[src/rtl/led_serial_drv.sv]
// led_serial_drv
// Shifts a WIDTH-bit LED pattern into an external serial LED register.
// Frames start on load_req, on a free-running refresh tick, or from a request
// that arrived while a frame was in progress. The first frame after reset
// starts on its own.
//
// Ports:
//   clk      system clock, rising edge
//   rst      synchronous active-high reset
//   data     LED pattern, captured only when a frame is accepted
//   load_req single-cycle request for an immediate frame
//   busy     high while a frame is being shifted (LOW/HIGH/FIN)
//   done     one-cycle pulse in the last cycle of a frame
//   led_clk  serial shift clock (LED register samples on its rising edge)
//   led_do   serial data, complemented when INVERT=1
//   led_clr  active-low clear to the LED register
//   led_en   LED register enable
//
// state | meaning
// ------+-----------------------------------------------------------
// IDLE  | waiting for a request; led_clk high, led_do holds last bit
// LOW   | led_clk low for DIV cycles; current bit driven on led_do
// HIGH  | led_clk high for DIV cycles; LED register has taken the bit
// FIN   | single cycle with done=1, then back to IDLE

module led_serial_drv #(
  parameter int WIDTH     = 16,
  parameter int DIV       = 2,
  parameter int REFRESH   = 1048576,
  parameter int INVERT    = 1,
  parameter int MSB_FIRST = 1
) (
  input  logic             clk,
  input  logic             rst,
  input  logic [WIDTH-1:0] data,
  input  logic             load_req,
  output logic             busy,
  output logic             done,
  output logic             led_clk,
  output logic             led_do,
  output logic             led_clr,
  output logic             led_en
);

  localparam int BW = $clog2(WIDTH);
  localparam int DW = (DIV > 1) ? $clog2(DIV) : 1;
  localparam int RW = $clog2(REFRESH);

  localparam logic [BW-1:0] BIT_LAST = BW'(WIDTH - 1);
  localparam logic [DW-1:0] DIV_LAST = DW'(DIV - 1);
  localparam logic [RW-1:0] REF_LAST = RW'(REFRESH - 1);
  localparam logic          INV      = (INVERT != 0);

  typedef enum logic [1:0] {IDLE, LOW, HIGH, FIN} state_t;

  state_t           state;
  logic [WIDTH-1:0] shift_q;
  logic [BW-1:0]    bit_cnt;
  logic [DW-1:0]    div_cnt;
  logic [RW-1:0]    ref_cnt;
  logic             pending;
  logic             in_rst;
  logic             ref_tick;
  logic             req;

  assign ref_tick = (ref_cnt == REF_LAST);
  assign req      = load_req | ref_tick;

  // Bit that goes out next, and the register contents after it has gone.
  function automatic logic head_bit(input logic [WIDTH-1:0] v);
    return (MSB_FIRST != 0) ? v[WIDTH-1] : v[0];
  endfunction

  function automatic logic [WIDTH-1:0] advance(input logic [WIDTH-1:0] v);
    return (MSB_FIRST != 0) ? (v << 1) : (v >> 1);
  endfunction

  always_ff @(posedge clk) begin
    if (rst) begin
      state   <= IDLE;
      busy    <= 1'b0;
      done    <= 1'b0;
      led_clk <= 1'b1;
      led_do  <= INV;
      led_clr <= 1'b0;
      led_en  <= 1'b0;
      ref_cnt <= '0;
      pending <= 1'b0;
      in_rst  <= 1'b1;
      shift_q <= '0;
      bit_cnt <= '0;
      div_cnt <= '0;
    end else begin
      in_rst  <= 1'b0;
      led_clr <= 1'b1;
      led_en  <= 1'b1;
      done    <= 1'b0;
      ref_cnt <= ref_tick ? '0 : ref_cnt + 1'b1;

      case (state)
        IDLE: begin
          // The release cycle only arms the automatic first frame; it is
          // then accepted on the following cycle like any pending request.
          if (in_rst) begin
            pending <= 1'b1;
          end else if (req || pending) begin
            state   <= LOW;
            busy    <= 1'b1;
            led_clk <= 1'b0;
            led_do  <= head_bit(data) ^ INV;
            shift_q <= advance(data);
            bit_cnt <= BIT_LAST;
            div_cnt <= DIV_LAST;
            pending <= 1'b0;
          end
        end

        LOW: begin
          if (req) pending <= 1'b1;
          if (div_cnt == '0) begin
            state   <= HIGH;
            led_clk <= 1'b1;
            div_cnt <= DIV_LAST;
          end else begin
            div_cnt <= div_cnt - 1'b1;
          end
        end

        HIGH: begin
          if (req) pending <= 1'b1;
          if (div_cnt == '0) begin
            if (bit_cnt != '0) begin
              // led_do only moves here, on entry to LOW.
              state   <= LOW;
              led_clk <= 1'b0;
              led_do  <= head_bit(shift_q) ^ INV;
              shift_q <= advance(shift_q);
              bit_cnt <= bit_cnt - 1'b1;
              div_cnt <= DIV_LAST;
            end else begin
              state <= FIN;
              done  <= 1'b1;
            end
          end else begin
            div_cnt <= div_cnt - 1'b1;
          end
        end

        FIN: begin
          if (req) pending <= 1'b1;
          state <= IDLE;
          busy  <= 1'b0;
        end

        default: begin
          state   <= IDLE;
          busy    <= 1'b0;
          led_clk <= 1'b1;
        end
      endcase
    end
  end

endmodule
[config.mk]
export PLATFORM = sky130hd
export DESIGN_NAME = led_serial_drv
export DESIGN_NICKNAME = d
export VERILOG_FILES = /design/src/rtl/led_serial_drv.sv
export SDC_FILE = /design/constraint.sdc
export NUM_CORES = 1
export LEC_CHECK = 0
export BUFFER_PORTS_ARGS = -buffer_cell sky130_fd_sc_hd__buf_4
export CORE_MARGIN = 2
export CORE_UTILIZATION = 40
export CTS_CLUSTER_SIZE = 20
export DETAILED_ROUTE_END_ITERATION = 12
export HOLD_SLACK_MARGIN = 0.1
export SLEW_MARGIN = 10
export SYNTH_ARGS = -nofsm -noshare
export SYNTH_HDL_FRONTEND = slang
export SYNTH_SLANG_ARGS = --single-unit
[constraint.sdc]
create_clock -name clk -period 2.86 [get_ports clk]
set_input_delay 0.143 -clock clk [delete_from_list [all_inputs] [get_ports clk]]
set_output_delay 0.143 -clock clk [all_outputs]
set_load 0.01 [all_outputs]
Word level (Yosys, flattened, before mapping)

Index checks and enable logic that the tools add are counted.

Bits in registers: 50
Input port bits: 19
Logic and storage cells: 85

$add $sub $neg: 3
Equal/unequal tests: 11
Multiplexer cells: 40
Bitwise logic cells: 4
Reduce and logical (&&, ||, !) cells: 15

Operators by type and width:

| cell                    | count |
|---|---|
| $mux W16                | 4 |
| $pmux W16 S2            | 1 |
| $add A20 B1 Y20 const B | 1 |
| $eq A20 B20 Y1 const B  | 1 |
| $mux W1                 | 19 |
| $mux W4                 | 4 |
| $mux W2                 | 5 |
| $ne A2 B2 Y1 const B    | 5 |
| $pmux W2 S4             | 1 |
| $pmux W4 S2             | 1 |
| $pmux W1 S2             | 3 |
| $pmux W1 S3             | 2 |
| $reduce_and A3 Y1       | 2 |
| $reduce_and A6 Y1       | 1 |
| $reduce_or A3 Y1        | 2 |
| $reduce_and A5 Y1       | 1 |
| $eq A2 B2 Y1 const B    | 2 |
| $reduce_and A4 Y1       | 1 |
| $reduce_bool A2 Y1      | 2 |
| $reduce_bool A4 Y1      | 1 |
| $sub A4 B1 Y4 const B   | 1 |
| $ne A3 B3 Y1 const B    | 1 |
| $not A1 Y1              | 3 |
| $reduce_bool A3 Y1      | 1 |
| other kinds (8)         | 8 |

Logic depth before layout (Yosys ltp)

Gate-level depths: netlist (run 1).

Word-level depth: 6
Depth in mapped cells: 8
Mapped depth without buffers: 7

Worst setup path after synthesis (run 1)

Ideal clock, no wire load.

Path type: reg-to-reg
From: reg ref_cnt[0]
To: reg shift_q[10]
Arrival: 1677 ps
Required time: 2714 ps
Setup slack: 1037 ps
Stages on the path, launching flop included: 8
Path buffers: 1
Cells stage by stage: dfxtp_1 ha_1 and4_4 nand4_4 o221a_4 nor2_8 buf_8 a211oi_2

Word-level cells in the longest chain between the ends: 5

Ends and longest elaborated chain:

| element                            | RTL line | text |
|---|---|---|
| start: declaration                 | 60       | `logic [RW-1:0] ref_cnt;` |
| start signal: assignment           | 98       | `ref_cnt <= ref_tick ? '0 : ref_cnt + 1'b1;` |
| $eq A20 B20 Y1                     | 66       | `assign ref_tick = (ref_cnt == REF_LAST);` |
| $or A1 B1 Y1                       | 67       | `assign req = load_req \| ref_tick;` |
| $logic_or A1 B1 Y1                 | 106      | `end else if (req \|\| pending) begin` |
| $ne A2 B2 Y1 (no source line)      | -        |  |
| $reduce_and A5 Y1 (no source line) | -        |  |
| end signal: assignment             | 111      | `shift_q <= advance(data);` |
| end signal: assignment             | 137      | `shift_q <= advance(shift_q);` |
| end: declaration                   | 57       | `logic [WIDTH-1:0] shift_q;` |

No other way between the ends.
A chain may end at the register's enable or synchronous reset.

Worst setup path in the final report (run 1)

From: reg ref_cnt[0]
To: reg bit_cnt[2]

Word-level cells in the longest chain between the ends: 5

Ends and longest elaborated chain:

| element                            | RTL line | text |
|---|---|---|
| $eq A20 B20 Y1                     | 66       |  |
| $or A1 B1 Y1                       | 67       |  |
| $logic_or A1 B1 Y1                 | 106      |  |
| $ne A2 B2 Y1 (no source line)      | -        |  |
| $reduce_and A5 Y1 (no source line) | -        |  |
| end signal: assignment             | 138      | `bit_cnt <= bit_cnt - 1'b1;` |
| end: declaration                   | 58       | `logic [BW-1:0] bit_cnt;` |

No other way between the ends.

==> results of run 1 <==
## critical path, cell delays in order, from the launching register on
cell and delay [ps]:
dfxtp_1 380, ha_1 230, and4_4 280, nand4_4 190, o221ai_4 640, a31oi_1 150
a211oi_1 250
## layer usage
layer	global-route usage	wire [um]
met5	0	0
met4	0.05333	54
met3	0.03587	122
met2	0.2382	2137
met1	0.2045	2321
## where the power goes
part           switching [mW]  leakage (nW)  total (mW)  internal [mW]
Combinational           0.533         0.525       0.921          0.388
Sequential              0.101         0.402       0.929          0.827
Clock                   0.233        0.0574       0.517          0.284
## per-stage QoR
stage               instance area (um^2)  std cells
finish                              2761        348
global placement                    2641        340
global route                        2761        348
floorplan                           2441        253
detailed placement                  2641        340
CTS                                 2761        348
## sequential cells by signal, summed over array words and instances, names as in the netlist, 2 cells and up
| signal | count |
|---|---|
| bit_cnt | 4 |
| ref_cnt | 20 |
| shift_q | 15 |
| state | 2 |
## cell type report
type | instances | area (um^2)
Sequential cell | 49 | 980.9
Multi-Input combinational cell | 178 | 1323
Tap cell | 75 | 93.84
Clock buffer | 6 | 82.58
Inverter | 11 | 41.29
Clock inverter | 2 | 37.54
Timing Repair Buffer | 27 | 202.7
Fill cell | 565 | 3159
## placed cells by master (no fill, tap or decap), types with 4 or more instances in the layout
| cell type | instances |
|---|---|
| a211oi_2 | 15 |
| ha_1 | 8 |
| xnor2_1 | 7 |
| mux2i_1 | 17 |
| a211oi_1 | 4 |
| nand3_1 | 8 |
| nor2_1 | 21 |
| buf_4 | 27 |
| xor2_1 | 6 |
| clkbuf_8 | 6 |
| inv_1 | 11 |
| a21oi_1 | 26 |
| and4_1 | 4 |
| nand2_1 | 9 |
| dfxtp_1 | 49 |
| nor3_1 | 7 |
| nand4_1 | 9 |
| o21ai_0 | 11 |
## logic make-up (layout without fill, tap and decap cells)
logic type | after synthesis | in the layout | synth area share
AND/OR/NAND/NOR | 73 | 73 | 0.1712
AO/OA/AOI/OAI | 66 | 66 | 0.2071
flip-flops | 49 | 49 | 0.4018
buffers and inverters | 26 | 46 | 0.05638
multiplexers | 18 | 18 | 0.07586
XOR/XNOR | 13 | 13 | 0.04664
adder cells (fa/ha/maj) | 8 | 8 | 0.04101
## worst min path at each step
stage | from | slack, ps | end | cells past startpoint
floorplan | rst | 170 | in_rst | 0
global placement | data[0] | 440 | shift_q[1] | 3
detailed placement | ref_cnt[0] | 450 | ref_cnt[0] | 1
CTS | data[0] | 120 | shift_q[1] | 3
global route | data[0] | 120 | shift_q[1] | 3
finish | data[0] | 130 | shift_q[1] | 3
==> impl_metrics.py, run 1 <==
metrics = {
    "outcome": {
        "outcome": "finished clean",
    },
    "logic_synthesis": {
        "ys_seq_elements": 49,
        "ys_seq_area_frac": 0.4018,
        "synth-edff-count": 0,
        "synth_area_um2": 2441,
        "postSynthAreaPerCell_um2": 9.649,
        "synth_top_area_frac": 0.4018,
        "yosys-top-cells-area": "dfxtp_1 (40%), a211oi_2 (7.7%), mux2i_1 (7.0%), a21oi_1 (5.3%), ha_1 (4.1%)",
        "synth.most_common_cell": "dfxtp_1",
        "synth-main-ff-cell": "dfxtp_1",
        "netlist_instances": 253,
        "synthArstFlopShare": 0,
        "yosys_warnings": 0,
        "yosysTopAreaCell": "dfxtp_1",
        "synth_cell_type_count": 40,
        "synth_common_cells": "dfxtp_1 (49), a21oi_1 (26), nor2_1 (21)",
        "synth_nets": 280,
    },
    "worst_setup_path": {
        "worstReg2RegStart": "ref_cnt[0]",
        "crit_end": "bit_cnt[2]",
        "r2r_setup_slack_ps": 640,
        "path_class": "flip-flop to flip-flop",
        "worstSetupStartpointType": "flip-flop",
        "r2r_cells": 6,
        "r2r_end": "bit_cnt[2]",
        "cp-end-kind": "flip-flop",
        "cp.required_ps": 3070,
        "cp_max_fo": 26,
        "crit_start": "ref_cnt[0]",
        "crit_arrival_ps": 2440,
    },
    "sta": {
        "tns_ps": 0,
        "hold_violations": 0,
        "rsz0062_at_grt": "no",
        "worst_pin_slew_ps": 765.2,
        "fin_skew_ps": 4.928,
        "fin_ws_ps": 637.6,
        "period_minus_slack_ps": 2222,
        "slew_headroom": 0.4898,
        "finalCritPeriodShare": 0.7771,
        "fmax_mhz": 450.0,
        "slew_viol_final": 0,
        "finalHoldWorstSlack_ps": 129.4,
        "setup_viol": 0,
    },
    "global_routing": {
        "grt_first_pass_wirelength_um": 7976,
        "grt_max_degree": 35,
        "grt_pass1_vias": 1813,
        "track_usage": 0.1518,
        "grt-ovfl-total": 0,
        "grt_antenna_before_repair": 0,
    },
    "placed_design": {
        "routabilityCongestion": 0.7452,
        "dp_slack_ps": 660.1,
        "numPortBuffers": 24,
        "hpwl_um": 3143,
    },
    "route": {
        "routedWlPerCell_um": 13.32,
        "ant_nets": 0,
        "firstDrtPassIters": 4,
        "drt_iter0_drc": 65,
        "route.detailed.drc": 0,
        "vias": 1856,
        "via_per_inst": 5.333,
        "wl_um": 4635,
    },
    "power_and_ir_drop": {
        "leakagePower_nw": 0.9844,
        "powerDensity_nw_per_um2": 857.1,
        "ir_worst_vdd_mv": 0.3304,
        "power_mw": 2.367,
    },
    "clock_tree": {
        "clk_pin_slew_ps": 90,
        "ctsLongestPathBuffers": 2,
        "hold_buffers": 0,
        "clk_latency_ps": 300,
        "cts_buffers": 5,
        "postCtsSetupRepairBufs": 0,
        "cts.sinks": 49,
        "clock-root-buffer": "clkbuf_8",
        "cts.repair.resized": 0,
        "htree_num_levels": 2,
        "tritoncts": "done",
    },
    "floorplan": {
        "rows": 28,
        "io_pins": 25,
        "fp.coreArea_um2": 5921,
        "fp.dieW_um": 82.12,
        "die_area_um2": 6744,
        "start_util": 0.4123,
        "fp.dieH_um": 82.12,
    },
    "finish": {
        "diodes": 0,
        "finalCoreUtilization": 0.4664,
        "drive_gt1_frac": 0.2088,
        "final_nets": 299,
        "syn2layout_area_growth_pct": 13.12,
    },
    "hold_path": {
        "hold_path.class": "primary input to flip-flop",
    },
    "flow_run": {
        "drv_cap": 0,
    },
}
Power figures use the tool's default switching activity.
==> run 2: changes to the inputs <==
==> constraint.sdc (replaced) <==
create_clock -name clk -period 2.1 [get_ports clk]
set_input_delay 0.105 -clock clk [delete_from_list [all_inputs] [get_ports clk]]
set_output_delay 0.105 -clock clk [all_outputs]
set_load 0.01 [all_outputs]
==> impl_metrics.py, run 2 (synthesis results as in run 1) <==
metrics = {
    "sta": {
        "period_minus_slack_ps": 1965,
        "fin_ws_ps": 134.6,
        "setup_viol": 0,
        "rsz0062_at_grt": "no",
        "worst_pin_slew_ps": 631.2,
        "slew_viol_final": 0,
        "hold_violations": 0,
        "fin_skew_ps": 11.21,
        "finalCritPeriodShare": 0.9359,
        "slew_headroom": 0.5672,
        "tns_ps": 0,
        "fmax_mhz": 508.8,
    },
    "route": {
        "vias": 1888,
        "firstDrtPassIters": 4,
        "via_per_inst": 5.244,
        "drt_iter0_drc": 110,
        "routedWlPerCell_um": 13.10,
        "wl_um": 4716,
        "ant_nets": 0,
        "route.detailed.drc": 0,
    },
    "finish": {
        "final_cell_mix": "dfxtp_1 (49), buf_4 (35), a21oi_1 (26)",
        "top_regs": "ref_cnt x20, shift_q x15, bit_cnt x4",
        "max_flop_register": "ref_cnt",
        "multi_input_area_um2": 1323,
        "seq_area_um2": 980.9,
        "layout_commonest_cell": "dfxtp_1",
        "fillers": 552,
        "final_nets": 311,
        "largest_reg_flops": 20,
        "diodes": 0,
        "syn2layout_area_growth_pct": 17.27,
        "finalCoreUtilization": 0.4835,
        "drive_gt1_frac": 0.2351,
    },
    "clock_tree": {
        "clk_pin_slew_ps": 90,
        "clock-root-buffer": "clkbuf_8",
        "cts.repair.resized": 0,
        "cts_buffers": 5,
        "clk_latency_ps": 300,
        "htree_num_levels": 2,
        "cts.sinks": 49,
        "ctsLongestPathBuffers": 2,
        "hold_buffers": 2,
        "postCtsSetupRepairBufs": 0,
        "tritoncts": "done",
    },
    "worst_setup_path": {
        "crit_start": "ref_cnt[0]",
        "crit_arrival_ps": 2130,
        "cp_max_fo": 9,
        "path_class": "flip-flop to flip-flop",
        "cp.required_ps": 2270,
        "crit_family": "simple AND/OR/NAND/NOR gates",
        "worstReg2RegStart": "ref_cnt[0]",
        "worstSetupStartpointType": "flip-flop",
        "worst-path-buf-inv": 1,
        "slowest_stage": "dfxtp_1",
        "max_stage_delay_ps": 370,
        "cp-end-kind": "flip-flop",
        "worstPathCellList": "ha_1 -> and4_4 -> nand4_4 -> o221a_4 -> nor2_8 -> buf_4 -> a211oi_2",
    },
    "outcome": {
        "outcome": "finished clean",
    },
    "global_routing": {
        "grt_pass1_vias": 1764,
        "track_usage": 0.1511,
        "grt_antenna_before_repair": 0,
        "grt_first_pass_wirelength_um": 7941,
        "grt_max_degree": 34,
        "grt-ovfl-total": 0,
    },
    "flow_run": {
        "drv_cap": 0,
    },
    "power_and_ir_drop": {
        "leakagePower_nw": 1.048,
        "powerDensity_nw_per_um2": 1151,
        "ir_worst_vdd_mv": 0.5109,
    },
    "placed_design": {
        "numPortBuffers": 24,
        "hpwl_um": 3284,
        "routabilityCongestion": 0.7257,
        "dp_slack_ps": 140.7,
    },
    "floorplan": {
        "die_area_um2": 6744,
        "start_util": 0.4123,
        "fp.dieW_um": 82.12,
        "io_pins": 25,
        "rows": 28,
        "fp.dieH_um": 82.12,
        "fp.coreArea_um2": 5921,
    },
    "hold_path": {
        "hold_path.class": "primary input to flip-flop",
        "hold_path_startpoint": "data[15]",
    },
}
run 2: cell count changes in the layout (fill, tap and decap cells not counted), sizes merged:
cell	before	now
clkbuf	6	7
clkinv	0	1
dlygate4sd3	0	2
clkinvlp	1	0
bufinv	1	0
buf	27	37
run 2: routing by layer:
| metal | GRT usage | part of all wire | vias up |
|---|---|---|---|
| met5 | 0 | 0 | - |
| met2 | 0.2472 | 0.45 | 28 |
| li1 | - | - | 981 |
| met1 | 0.2001 | 0.51 | 874 |
| met4 | 0.05000 | 0.012 | 0 |
| met3 | 0.02935 | 0.029 | 5 |
run 2: path summary, 6_finish.rpt:
path                 endpoint  slack (ps)  depth (start not counted)
setup / recovery  shift_q[13]         130                          7
hold / removal         led_do         120                          4
setup reg to reg  shift_q[13]         130                          7
hold reg to reg    ref_cnt[0]         470                          1
run 2: area by class of cell:
cell class	instances	share of cell area
tap	75	0.03278
timing repair buffer	39	0.1128
sequential	49	0.3427
clock inverter	1	0.001748
clock buffer	7	0.03365
inverter	11	0.01442
multi-input combinational	178	0.4620
run 2: through the flow:
step	hold WS, ps	total power, mW	instance area, um^2	cells
3_3_place_gp	339.5	2.685	2741	350
4_1_cts	123.1	3.322	2863	360
6_report	119.6	3.295	2863	360
5_1_grt	142.8	3.505	2863	360
2_1_floorplan	132.7	2.347	2441	253
3_5_place_dp	327.9	2.710	2741	350
run 2: tightest hold or removal path: stages:
cell     delay, ps
buf_4           80
mux2i_1         50
nand3_1         70
nand3_1         70
run 2: report_power, final:
group	switching, mW	internal, mW
sequential	0.130	1.13
combinational	0.768	0.663
clock	0.308	0.298
total	1.21	2.09
==> run 3: changes to the inputs <==
--- a/config.mk
+++ b/config.mk
@@ -11,6 +11,7 @@
 export CTS_CLUSTER_SIZE = 20
 export DETAILED_ROUTE_END_ITERATION = 12
 export HOLD_SLACK_MARGIN = 0.1
+export REMOVE_ABC_BUFFERS = 1
 export SLEW_MARGIN = 10
 export SYNTH_ARGS = -nofsm -noshare
 export SYNTH_HDL_FRONTEND = slang
==> impl_metrics.py, run 3 (synthesis results as in run 1) <==
metrics = {
    "outcome": {
        "outcome": "finished clean",
    },
    "global_routing": {
        "grt_antenna_before_repair": 0,
        "grt_first_pass_wirelength_um": 7941,
        "grt-ovfl-total": 0,
        "track_usage": 0.1493,
        "grt_pass1_vias": 1756,
        "grt_max_degree": 27,
    },
    "hold_path": {
        "hold_path.class": "primary input to flip-flop",
    },
    "worst_setup_path": {
        "crit_start": "ref_cnt[0]",
        "crit_end": "bit_cnt[1]",
        "worst-path-buf-inv": 1,
        "crit_arrival_ps": 2100,
        "cp.depth": 7,
        "cp_max_fo": 26,
        "crit_family": "compound AO/OA/AOI/OAI gates",
        "worstReg2RegStart": "ref_cnt[0]",
        "r2r_cells": 7,
        "r2r_end": "bit_cnt[1]",
        "path_class": "flip-flop to flip-flop",
        "worstPathCellList": "ha_1 -> and4_4 -> nand4_4 -> o221ai_4 -> buf_12 -> a21oi_1 -> a311oi_1",
        "max_stage_delay_ps": 370,
        "cp.required_ps": 2320,
        "cp-end-kind": "flip-flop",
        "slowest_stage": "dfxtp_1",
        "worstSetupStartpointType": "flip-flop",
        "r2r_setup_slack_ps": 220,
    },
    "route": {
        "wl_um": 4677,
        "route.detailed.drc": 0,
        "vias": 1857,
        "drt_iter0_drc": 96,
        "routedWlPerCell_um": 13.25,
        "via_per_inst": 5.261,
        "firstDrtPassIters": 4,
        "ant_nets": 0,
    },
    "power_and_ir_drop": {
        "ir_worst_vdd_mv": 0.6353,
        "powerDensity_nw_per_um2": 1180,
        "p_seq_frac": 0.380,
        "p_switching_mw": 1.197,
        "pwr-share-clk": 0.208,
        "power.share.switching": 0.3587,
        "leakagePower_nw": 1.021,
        "comb_power_share": 0.411,
        "internal_power_mw": 2.140,
    },
    "floorplan": {
        "fp.dieW_um": 82.12,
        "die_area_um2": 6744,
        "io_pins": 25,
        "fp.dieH_um": 82.12,
        "start_util": 0.4123,
        "rows": 28,
        "fp.coreArea_um2": 5921,
    },
    "sta": {
        "slew_viol_final": 0,
        "setup_viol": 0,
        "period_minus_slack_ps": 1883,
        "fmax_mhz": 531.1,
        "worst_pin_slew_ps": 420.2,
        "finalCritPeriodShare": 0.8967,
        "rsz0062_at_grt": "no",
        "finalHoldWorstSlack_ps": 114.2,
        "hold_violations": 0,
        "fin_skew_ps": 8.801,
        "slew_headroom": 0.7143,
    },
    "finish": {
        "syn2layout_area_growth_pct": 15.84,
        "drive_gt1_frac": 0.2266,
        "diodes": 0,
        "max_flop_register": "ref_cnt",
        "final_cell_mix": "dfxtp_1 (49), buf_4 (30), a21oi_1 (26)",
        "layout_commonest_cell": "dfxtp_1",
        "top_regs": "ref_cnt x20, shift_q x15, bit_cnt x4",
        "largest_reg_flops": 20,
        "finalCoreUtilization": 0.4776,
        "final_nets": 304,
    },
    "placed_design": {
        "numPortBuffers": 24,
        "hpwl_um": 3179,
        "routabilityCongestion": 0.7516,
    },
    "clock_tree": {
        "hold_buffers": 0,
        "htree_num_levels": 2,
        "cts.sinks": 49,
        "clk_latency_ps": 300,
        "clk_pin_slew_ps": 90,
        "clock-root-buffer": "clkbuf_8",
        "cts_buffers": 5,
        "ctsLongestPathBuffers": 2,
        "tritoncts": "done",
    },
    "flow_run": {
        "drv_cap": 0,
    },
}
[run 3: cell count changes in the layout (fill, tap and decap cells not counted)]
cell           change
dlygate4sd3_1      -2
clkinvlp_4         +1
mux2i_2            +1
clkbuf_8           -1
clkinv_2           -1
buf_4              -5
mux2i_1            -1
bufinv_16          +1
[run 3: worst min path at each step]
| stage | cells after the start | from | endpoint |
|---|---|---|---|
| after floorplan | 0 | rst | in_rst |
| after global placement | 2 | rst | shift_q[6] |
| after detailed placement | 3 | data[0] | shift_q[1] |
| after CTS | 3 | data[0] | shift_q[1] |
| after global routing | 3 | data[0] | shift_q[1] |
| final | 3 | data[0] | shift_q[1] |
[run 3: area by class of cell]
| class | instances | area [um^2] |
|---|---|---|
| clock buffer | 6 | 82.58 |
| clock inverter | 2 | 37.54 |
| fill | 565 | 3093 |
| inverter | 11 | 41.29 |
| multi-input combinational | 178 | 1326 |
| sequential | 49 | 980.9 |
| tap | 75 | 93.84 |
| timing repair buffer | 32 | 265.3 |
[run 3: worst register-to-register path, cell delays in order (launching register included)]
cell and delay (ps):
dfxtp_1 370, ha_1 240, and4_4 290, nand4_4 190, o221ai_4 210, buf_12 200
a21oi_1 90, a311oi_1 220
[run 3: layer usage]
metal | GRT usage | share of wire | vias to the layer above
met2 | 0.2496 | 0.48 | 22
met5 | 0 | 0 | -
met1 | 0.1935 | 0.48 | 865
met4 | 0.04333 | 0.0066 | 0
li1 | - | - | 966
met3 | 0.03261 | 0.034 | 4
[run 3: metrics by stage]
stage               TNS [ps]  power, mW  cells  worst slack, ps  instance area [um^2]
global route               0      3.576    353            55.93                  2828
floorplan              -2876      2.234    238           -240.7                  2345
detailed placement         0      2.592    344            107.6                  2684
finish                     0      3.337    353            217.0                  2828
CTS                        0      3.302    352            98.43                  2804
global placement           0      2.585    344            148.3                  2684
[run 3: timing repair]
action,4_1_cts,5_1_grt
resized for setup,0,1
setup buffers,0,1
setup endpoints to repair,0,7
[run 3: power by group through the flow]
stage                     Combinational [mW]  Sequential, mW  Clock, mW
final                                   1.37            1.27      0.695
after global routing                    1.52            1.30      0.759
after CTS                               1.31            1.27      0.722
after detailed placement                1.30            1.29          0
after global placement                  1.30            1.29          0
after floorplan                        0.968            1.27          0
